$ cat config.mk
export PLATFORM = sky130hd
export DESIGN_NAME = commit_trace_buffer_flat
export DESIGN_NICKNAME = d
export VERILOG_FILES = /design/src/rtl/commit_trace_buffer_pkg.sv /design/src/rtl/commit_trace_buffer_if.sv /design/src/rtl/commit_trace_buffer_lane_compactor.sv /design/src/rtl/commit_trace_buffer.sv /design/src/flat_wrapper.sv
export SDC_FILE = /design/constraint.sdc
export NUM_CORES = 2
export LEC_CHECK = 0
export CORE_MARGIN = 5
export CORE_UTILIZATION = 50
export CTS_CLUSTER_DIAMETER = 40
export DETAILED_ROUTE_END_ITERATION = 12
export PLACE_DENSITY = 0.67
export SYNTH_ARGS = -nofsm -noshare
export SYNTH_HDL_FRONTEND = slang
export SYNTH_SLANG_ARGS = --single-unit
$ cat constraint.sdc
create_clock -name clk -period 10.8 [get_ports clk]
set_input_delay 1.08 -clock clk [delete_from_list [all_inputs] [get_ports clk]]
set_output_delay 1.08 -clock clk [all_outputs]
set_load 0.02 [all_outputs]
$ cat src/rtl/commit_trace_buffer_pkg.sv
// Shared types for the commit trace buffer: one trace record per retired instruction.
package commit_trace_buffer_pkg;
    localparam int TRACE_SEQ_WIDTH = 16;

    typedef logic [31:0]                pc_t;
    typedef logic [TRACE_SEQ_WIDTH-1:0] seq_t;

    typedef struct packed {
        pc_t         pc;
        logic [4:0]  rd;
        logic        wen;
        logic [31:0] wdata;
        seq_t        seq;
    } commit_trace_t;
endpackage

$ cat src/rtl/commit_trace_buffer_if.sv
// ROB commit lanes plus the trace sink handshake; master drives commits/ready, slave is the buffer.
interface commit_trace_buffer_if
    import commit_trace_buffer_pkg::*;
#(parameter int COMMIT_WIDTH = 2);
    logic [COMMIT_WIDTH-1:0]       commit_valid;
    logic [COMMIT_WIDTH-1:0][31:0] commit_pc;
    logic [COMMIT_WIDTH-1:0][4:0]  commit_rd;
    logic [COMMIT_WIDTH-1:0]       commit_wen;
    logic [COMMIT_WIDTH-1:0][31:0] commit_wdata;
    logic                          stall_req;
    logic                          trace_valid;
    logic                          trace_ready;
    commit_trace_t                 trace_rec;

    modport master (output commit_valid, commit_pc, commit_rd, commit_wen, commit_wdata, trace_ready,
                    input  stall_req, trace_valid, trace_rec);
    modport slave  (input  commit_valid, commit_pc, commit_rd, commit_wen, commit_wdata, trace_ready,
                    output stall_req, trace_valid, trace_rec);
endinterface

$ cat src/rtl/commit_trace_buffer_lane_compactor.sv
// Prefix-sum over the valid mask: each lane gets its slot among valid lanes; only the first `free` are accepted.
module commit_lane_compactor #(
    parameter int W  = 2,
    parameter int FW = 5,
    parameter int CW = $clog2(W + 1)
) (
    input  logic [W-1:0]         valid,
    input  logic [FW-1:0]        free,
    output logic [W-1:0]         accept,
    output logic [W-1:0][CW-1:0] slot,
    output logic [CW-1:0]        total,
    output logic [CW-1:0]        accepted
);
    always_comb begin
        logic [CW-1:0] run;
        run      = '0;
        accepted = '0;
        accept   = '0;
        slot     = '0;
        for (int i = 0; i < W; i++) begin
            slot[i]   = run;
            accept[i] = valid[i] && (32'(run) < 32'(free));
            run       = run + CW'(valid[i]);
            accepted  = accepted + CW'(accept[i]);
        end
        total = run;
    end
endmodule

$ cat src/rtl/commit_trace_buffer.sv
// Compacts up to COMMIT_WIDTH retired instructions per cycle into a FIFO and drains one record per cycle.
module commit_trace_buffer
    import commit_trace_buffer_pkg::*;
#(
    parameter int COMMIT_WIDTH = 2,
    parameter int DEPTH        = 16,
    parameter int DROP_MODE    = 0
) (
    input  logic                              clk,
    input  logic                              rst,
    input  logic                              flush,
    commit_trace_buffer_if.slave              bus,
    output logic [$clog2(COMMIT_WIDTH+1)-1:0] commit_count,
    output logic [$clog2(DEPTH+1)-1:0]        occupancy,
    output logic [31:0]                       drop_count
);
    localparam int CW = $clog2(COMMIT_WIDTH + 1);
    localparam int OW = $clog2(DEPTH + 1);
    localparam int PW = $clog2(DEPTH);

    commit_trace_t                   mem [DEPTH];
    logic [PW-1:0]                   head, tail;
    logic [OW-1:0]                   occ, free, push_room;
    seq_t                            seq;
    logic                            pop;
    logic [COMMIT_WIDTH-1:0]         accept;
    logic [COMMIT_WIDTH-1:0][CW-1:0] slot;
    logic [CW-1:0]                   total, accepted, dropped;
    logic [32:0]                     drop_sum;
    logic [31:0]                     drop_next;

    // Free space ignores a same-cycle pop so stall_req never depends on trace_ready.
    assign free          = OW'(DEPTH) - occ;
    assign bus.stall_req = (DROP_MODE == 0) && (free < OW'(COMMIT_WIDTH));
    assign push_room     = bus.stall_req ? '0 : free;

    commit_lane_compactor #(.W(COMMIT_WIDTH), .FW(OW), .CW(CW)) u_compact (
        .valid    (bus.commit_valid),
        .free     (push_room),
        .accept   (accept),
        .slot     (slot),
        .total    (total),
        .accepted (accepted)
    );

    assign dropped         = total - accepted;
    assign drop_sum        = {1'b0, drop_count} + 33'(dropped);
    assign drop_next       = drop_sum[32] ? '1 : drop_sum[31:0];
    assign bus.trace_valid = (occ != '0);
    assign bus.trace_rec   = bus.trace_valid ? mem[head] : '0;
    assign pop             = bus.trace_valid && bus.trace_ready;
    assign occupancy       = occ;

    always_ff @(posedge clk or posedge rst) begin
        if (rst) begin
            head         <= '0;
            tail         <= '0;
            occ          <= '0;
            seq          <= '0;
            drop_count   <= '0;
            commit_count <= '0;
        end else begin
            commit_count <= total;
            if (flush) begin
                head <= '0;
                tail <= '0;
                occ  <= '0;
            end else begin
                head       <= head + PW'(pop);
                tail       <= tail + PW'(accepted);
                occ        <= occ + OW'(accepted) - OW'(pop);
                // Every presented record consumes a seq number, so drops show up as gaps at the sink.
                seq        <= seq + seq_t'(total);
                drop_count <= drop_next;
            end
        end
    end

    always_ff @(posedge clk) begin
        if (!rst && !flush) begin
            for (int i = 0; i < COMMIT_WIDTH; i++) begin
                if (accept[i])
                    mem[tail + PW'(slot[i])] <= '{pc:    bus.commit_pc[i],
                                                  rd:    bus.commit_rd[i],
                                                  wen:   bus.commit_wen[i],
                                                  wdata: bus.commit_wdata[i],
                                                  seq:   seq + seq_t'(slot[i])};
            end
        end
    end

    a_no_retire_while_stalled: assert property (@(posedge clk) disable iff (rst)
        !(bus.stall_req && !flush && (|bus.commit_valid)));
endmodule

$ cat src/flat_wrapper.sv
// flat-port wrapper written by rule: the top's interface ports become plain ports
module commit_trace_buffer_flat import commit_trace_buffer_pkg::*;
#(
    parameter int COMMIT_WIDTH = 2,
    parameter int DEPTH        = 16,
    parameter int DROP_MODE    = 0
)
  (clk, rst, flush, commit_count, occupancy, drop_count, bus_commit_valid, bus_commit_pc, bus_commit_rd, bus_commit_wen, bus_commit_wdata, bus_trace_ready, bus_stall_req, bus_trace_valid, bus_trace_rec);
  commit_trace_buffer_if #(.COMMIT_WIDTH(COMMIT_WIDTH)) bus_i ();
  input  logic clk;
  input  logic rst;
  input  logic flush;
  output logic [$clog2(COMMIT_WIDTH+1)-1:0] commit_count;
  output logic [$clog2(DEPTH+1)-1:0] occupancy;
  output logic [31:0] drop_count;
  input wire logic [$bits(bus_i.commit_valid)-1:0] bus_commit_valid;
  input wire logic [$bits(bus_i.commit_pc)-1:0] bus_commit_pc;
  input wire logic [$bits(bus_i.commit_rd)-1:0] bus_commit_rd;
  input wire logic [$bits(bus_i.commit_wen)-1:0] bus_commit_wen;
  input wire logic [$bits(bus_i.commit_wdata)-1:0] bus_commit_wdata;
  input wire logic [$bits(bus_i.trace_ready)-1:0] bus_trace_ready;
  output wire logic [$bits(bus_i.stall_req)-1:0] bus_stall_req;
  output wire logic [$bits(bus_i.trace_valid)-1:0] bus_trace_valid;
  output wire logic [$bits(bus_i.trace_rec)-1:0] bus_trace_rec;
  assign bus_i.commit_valid = bus_commit_valid;
  assign bus_i.commit_pc = bus_commit_pc;
  assign bus_i.commit_rd = bus_commit_rd;
  assign bus_i.commit_wen = bus_commit_wen;
  assign bus_i.commit_wdata = bus_commit_wdata;
  assign bus_i.trace_ready = bus_trace_ready;
  assign bus_stall_req = bus_i.stall_req;
  assign bus_trace_valid = bus_i.trace_valid;
  assign bus_trace_rec = bus_i.trace_rec;
  commit_trace_buffer #(.COMMIT_WIDTH(COMMIT_WIDTH), .DEPTH(DEPTH), .DROP_MODE(DROP_MODE)) u_core (.clk(clk), .rst(rst), .flush(flush), .bus(bus_i), .commit_count(commit_count), .occupancy(occupancy), .drop_count(drop_count));
endmodule
==> impl_metrics.csv <==
group,metric,value,unit
synthesis,synth_area,0.0740,mm²
floorplan,initial_core_util,50.2,%
placed_design,port_buffers,272,
cts,h-tree-depth,4,
worst_setup_path,critPathLaunchType,"register",
worst_hold_path,whs_path_depth,1,
synthesis,yosys_warnings,0,
final_layout,final_util,58.1,%
sta,tightest_slew,1280,ps
final_layout,final_area,0.0856,mm²
cts,cts_resized,0,
placed_design,dpl_cell_area,0.0780,mm²
cts,cts_tree,"built",
worst_setup_path,slowest_delay,780,ps
worst_setup_path,rrSetupSlack,5180,ps
route,wirelength,213000,µm
sta,final-hold-violation-count,0,
sta,fin_crit_sh,61.1,%
cts,postCtsSetupRepairBufs,0,
placed_design,numPlacedInstances,6487,
worst_setup_path,cp-end-kind,"output port",
placed_design,hpwl,117000,µm
sta,skew,46.4,ps
route,top_layer,"met4",
worst_hold_path,min-delay-start,"u_core.drop_count[18]",
outcome,status,"complete, no violations",
power,p_sw_share,29.6,%
synthesis,synthesis.nets,4853,
power,vdd_drop_max,246,µV
worst_setup_path,worstReg2RegStart,"u_core.occupancy[3]",
floorplan,num_rows,141,
global_route,overflow,0,
sta,grt_setup_unrepaired,"no",
synthesis,yosysTopAreaCell,"edfxtp_1",
floorplan,core-area,0.147,mm²
sta,finalSetupTns,0,ps
route,met1Wirelength,87700,µm
synthesis,yosys-top-cells-area,"edfxtp_1, mux2_2, mux4_2",
sta,final.min_clock_period,6600,ps
synthesis,synth_top_area_share,55.9,%
power,combPwrFrac,24.1,%
global_route,grt_pass1_wl,313000,µm
cts,cts_buffers,215,
route,drtIter0Drc,4586,
synthesis,ys_types,66,
cts,path_clk_slew,50,ps
synthesis,syn_area_per_cell,15.8,µm²
run,cap_violations,0,
route,drc_errors,0,
power,intPower,12.8,mW
power,finalPower,18.2,mW
placed_design,place_congestion,0.837,
floorplan,io_pins,273,
worst_setup_path,r2r_end,"u_core.mem[12][3]",
route,antenna_left,0,
power,powerDensity,213,mW/mm²
power,pwr-share-seq,36.4,%
power,clkPwrFrac,39.5,%
cts,holdBufCountCts,0,
final_layout,fin_cells,6898,
route,wl_met3,17700,µm
cts,cts_root_buffer,"clkbuf_16",
route,wl_met2,102000,µm
global_route,grt_pass1_vias,45228,
floorplan,fp.dieW,395,µm
sta,fmax,152,MHz
synthesis,async_flop_share,4.38,%
floorplan,die_area,0.156,mm²
route,wl_per_cell,30.9,µm
power,power.switching,5.40,mW
worst_setup_path,reg2reg_depth,12,
worst_setup_path,critPathArrivalTime,5520,ps
worst_hold_path,hp-class,"reg -> reg",
route,firstDrtPassIters,6,
synthesis,synth-edff-count,1376,
global_route,grt_max_degree,110,
cts,insertion_delay,830,ps
final_layout,finalNetCount,4948,
sta,setup_violations,0,
worst_setup_path,critPathRequiredTime,9720,ps
worst_setup_path,cp_max_fo,27,
synthesis,netlist_instances,4679,
final_layout,syn2layout_area_growth,15.7,%
cts,cts_buffer_depth,3,
route,num_vias,43912,
worst_setup_path,cp_slowest_cell,"nor2_2",
global_route,grt_usage,27.0,%
sta,finalMaxSlewViolations,0,
synthesis,ys.flop_type,"edfxtp_1",
synthesis,synth.most_common_cell,"edfxtp_1",
synthesis,ys_seq_elements,1439,
synthesis,seq_area_frac_synth,58.0,%
final_layout,drive_gt1_share,38.7,%
worst_hold_path,whs_endpoint,"u_core.drop_count[18]",
sta,relSlewSlack,13.9,%
route,viasPerCell,6.37,
synthesis,synth.top_cells.by_count,"edfxtp_1, mux2_2, mux4_2, clkbuf_1, o21ai_0",
worst_setup_path,crit_type,"reg -> out",
floorplan,die_y,395,µm
power,leakage,29.3,nW
global_route,antenna_found_initial,12,
cts,cts_sinks,1439,
worst_setup_path,cp_cell_sequence,"inv_1 > ha_1 > and2_1 > ha_1 > or2_4 > buf_4 > buf_4 > nor2_2 > nand2_1 > o211ai_1 > clkdlybuf4s50_1",
==> cells in the final DEF (no fill, tap or decap), types with 27 or more instances in the layout <==
master	netlist	routed
o22ai_1	46	46
clkdlybuf4s50_1	0	272
buf_4	5	91
mux2_2	1028	1028
nand2_1	122	121
bufinv_16	0	29
mux2_4	85	85
nor3_1	49	49
nand4_1	27	27
nand3_1	32	32
mux2i_1	154	154
clkbuf_16	0	219
a21oi_1	38	38
nor4_1	62	62
nor2_1	118	111
o21ai_0	158	142
nor2b_1	37	35
mux2_1	44	44
edfxtp_1	1376	1376
xor2_1	148	148
xnor2_1	54	54
dfrtp_1	63	60
clkinv_2	0	28
mux4_2	304	304
clkbuf_1	281	39
==> critical path, delay by kind of cell (launching register included) <==
family	cells	cell delay (ps)
flip-flops	1	490
AND/OR/NAND/NOR	4	1640
adder cells (fa/ha/maj)	2	490
AO/OA/AOI/OAI	1	470
buffers and inverters	4	1590
==> how the worst max path moves through the flow <==
stage                             start                 to  cells after the start
global placement    bus_commit_valid[0]  u_core.mem[9][63]                     10
finish              u_core.occupancy[3]  bus_trace_rec[15]                     11
CTS                 u_core.occupancy[3]  bus_trace_rec[11]                     11
detailed placement  bus_commit_valid[0]  u_core.mem[9][65]                     10
global route        u_core.occupancy[3]  bus_trace_rec[15]                     11
floorplan           u_core.occupancy[3]  u_core.mem[14][0]                      9
==> logic make-up after synthesis <==
logic type,share of synthesized area (%)
multiplexers,29.4
flip-flops,58.0
buffers and inverters,3.08
AND/OR/NAND/NOR,3.45
AO/OA/AOI/OAI,3.15
XOR/XNOR,2.41
adder cells (fa/ha/maj),0.514
==> stage by stage <==
step                      setup slack, ps  hold WS (ps)
after floorplan                      1690           552
after global placement               4610           523
after detailed placement             4440           507
after CTS                            4140           527
after global routing                 4060           569
final                                4200           524
==> power by group through the flow <==
stage                     Combinational [mW]  Clock [mW]  Sequential, mW
after global routing                    4.66        7.55            6.65
final                                   4.39        7.21            6.63
after floorplan                         2.88           0            6.66
after CTS                               4.42        7.29            6.63
after global placement                  4.35           0            6.73
after detailed placement                4.39           0            6.74
==> state kept, by name, summed over array words and instances, names as in the netlist <==
signal,flops
u_core.tail,4
u_core.occupancy,5
u_core.head,4
u_core.mem,1376
u_core.drop_count,32
u_core.seq,16
u_core.commit_count,2
==> per-layer routing <==
layer  up-vias  GRT usage [%]
met1     22925           37.5
met5         -              0
met3       360           5.64
met4         0           7.78
met2      1989           43.4
li1      18638              -
==> cell type report <==
type                            count  area [µm²]
Clock buffer                      265        5720
Tap cell                         1930        2410
Timing Repair Buffer              366        3470
Inverter                           25         101
Fill cell                       11142       61700
Multi-Input combinational cell   2727       29100
Antenna cell                        9        22.5
Clock inverter                    137        1810
Sequential cell                  1439       42900
Power figures use the tool's default switching activity.
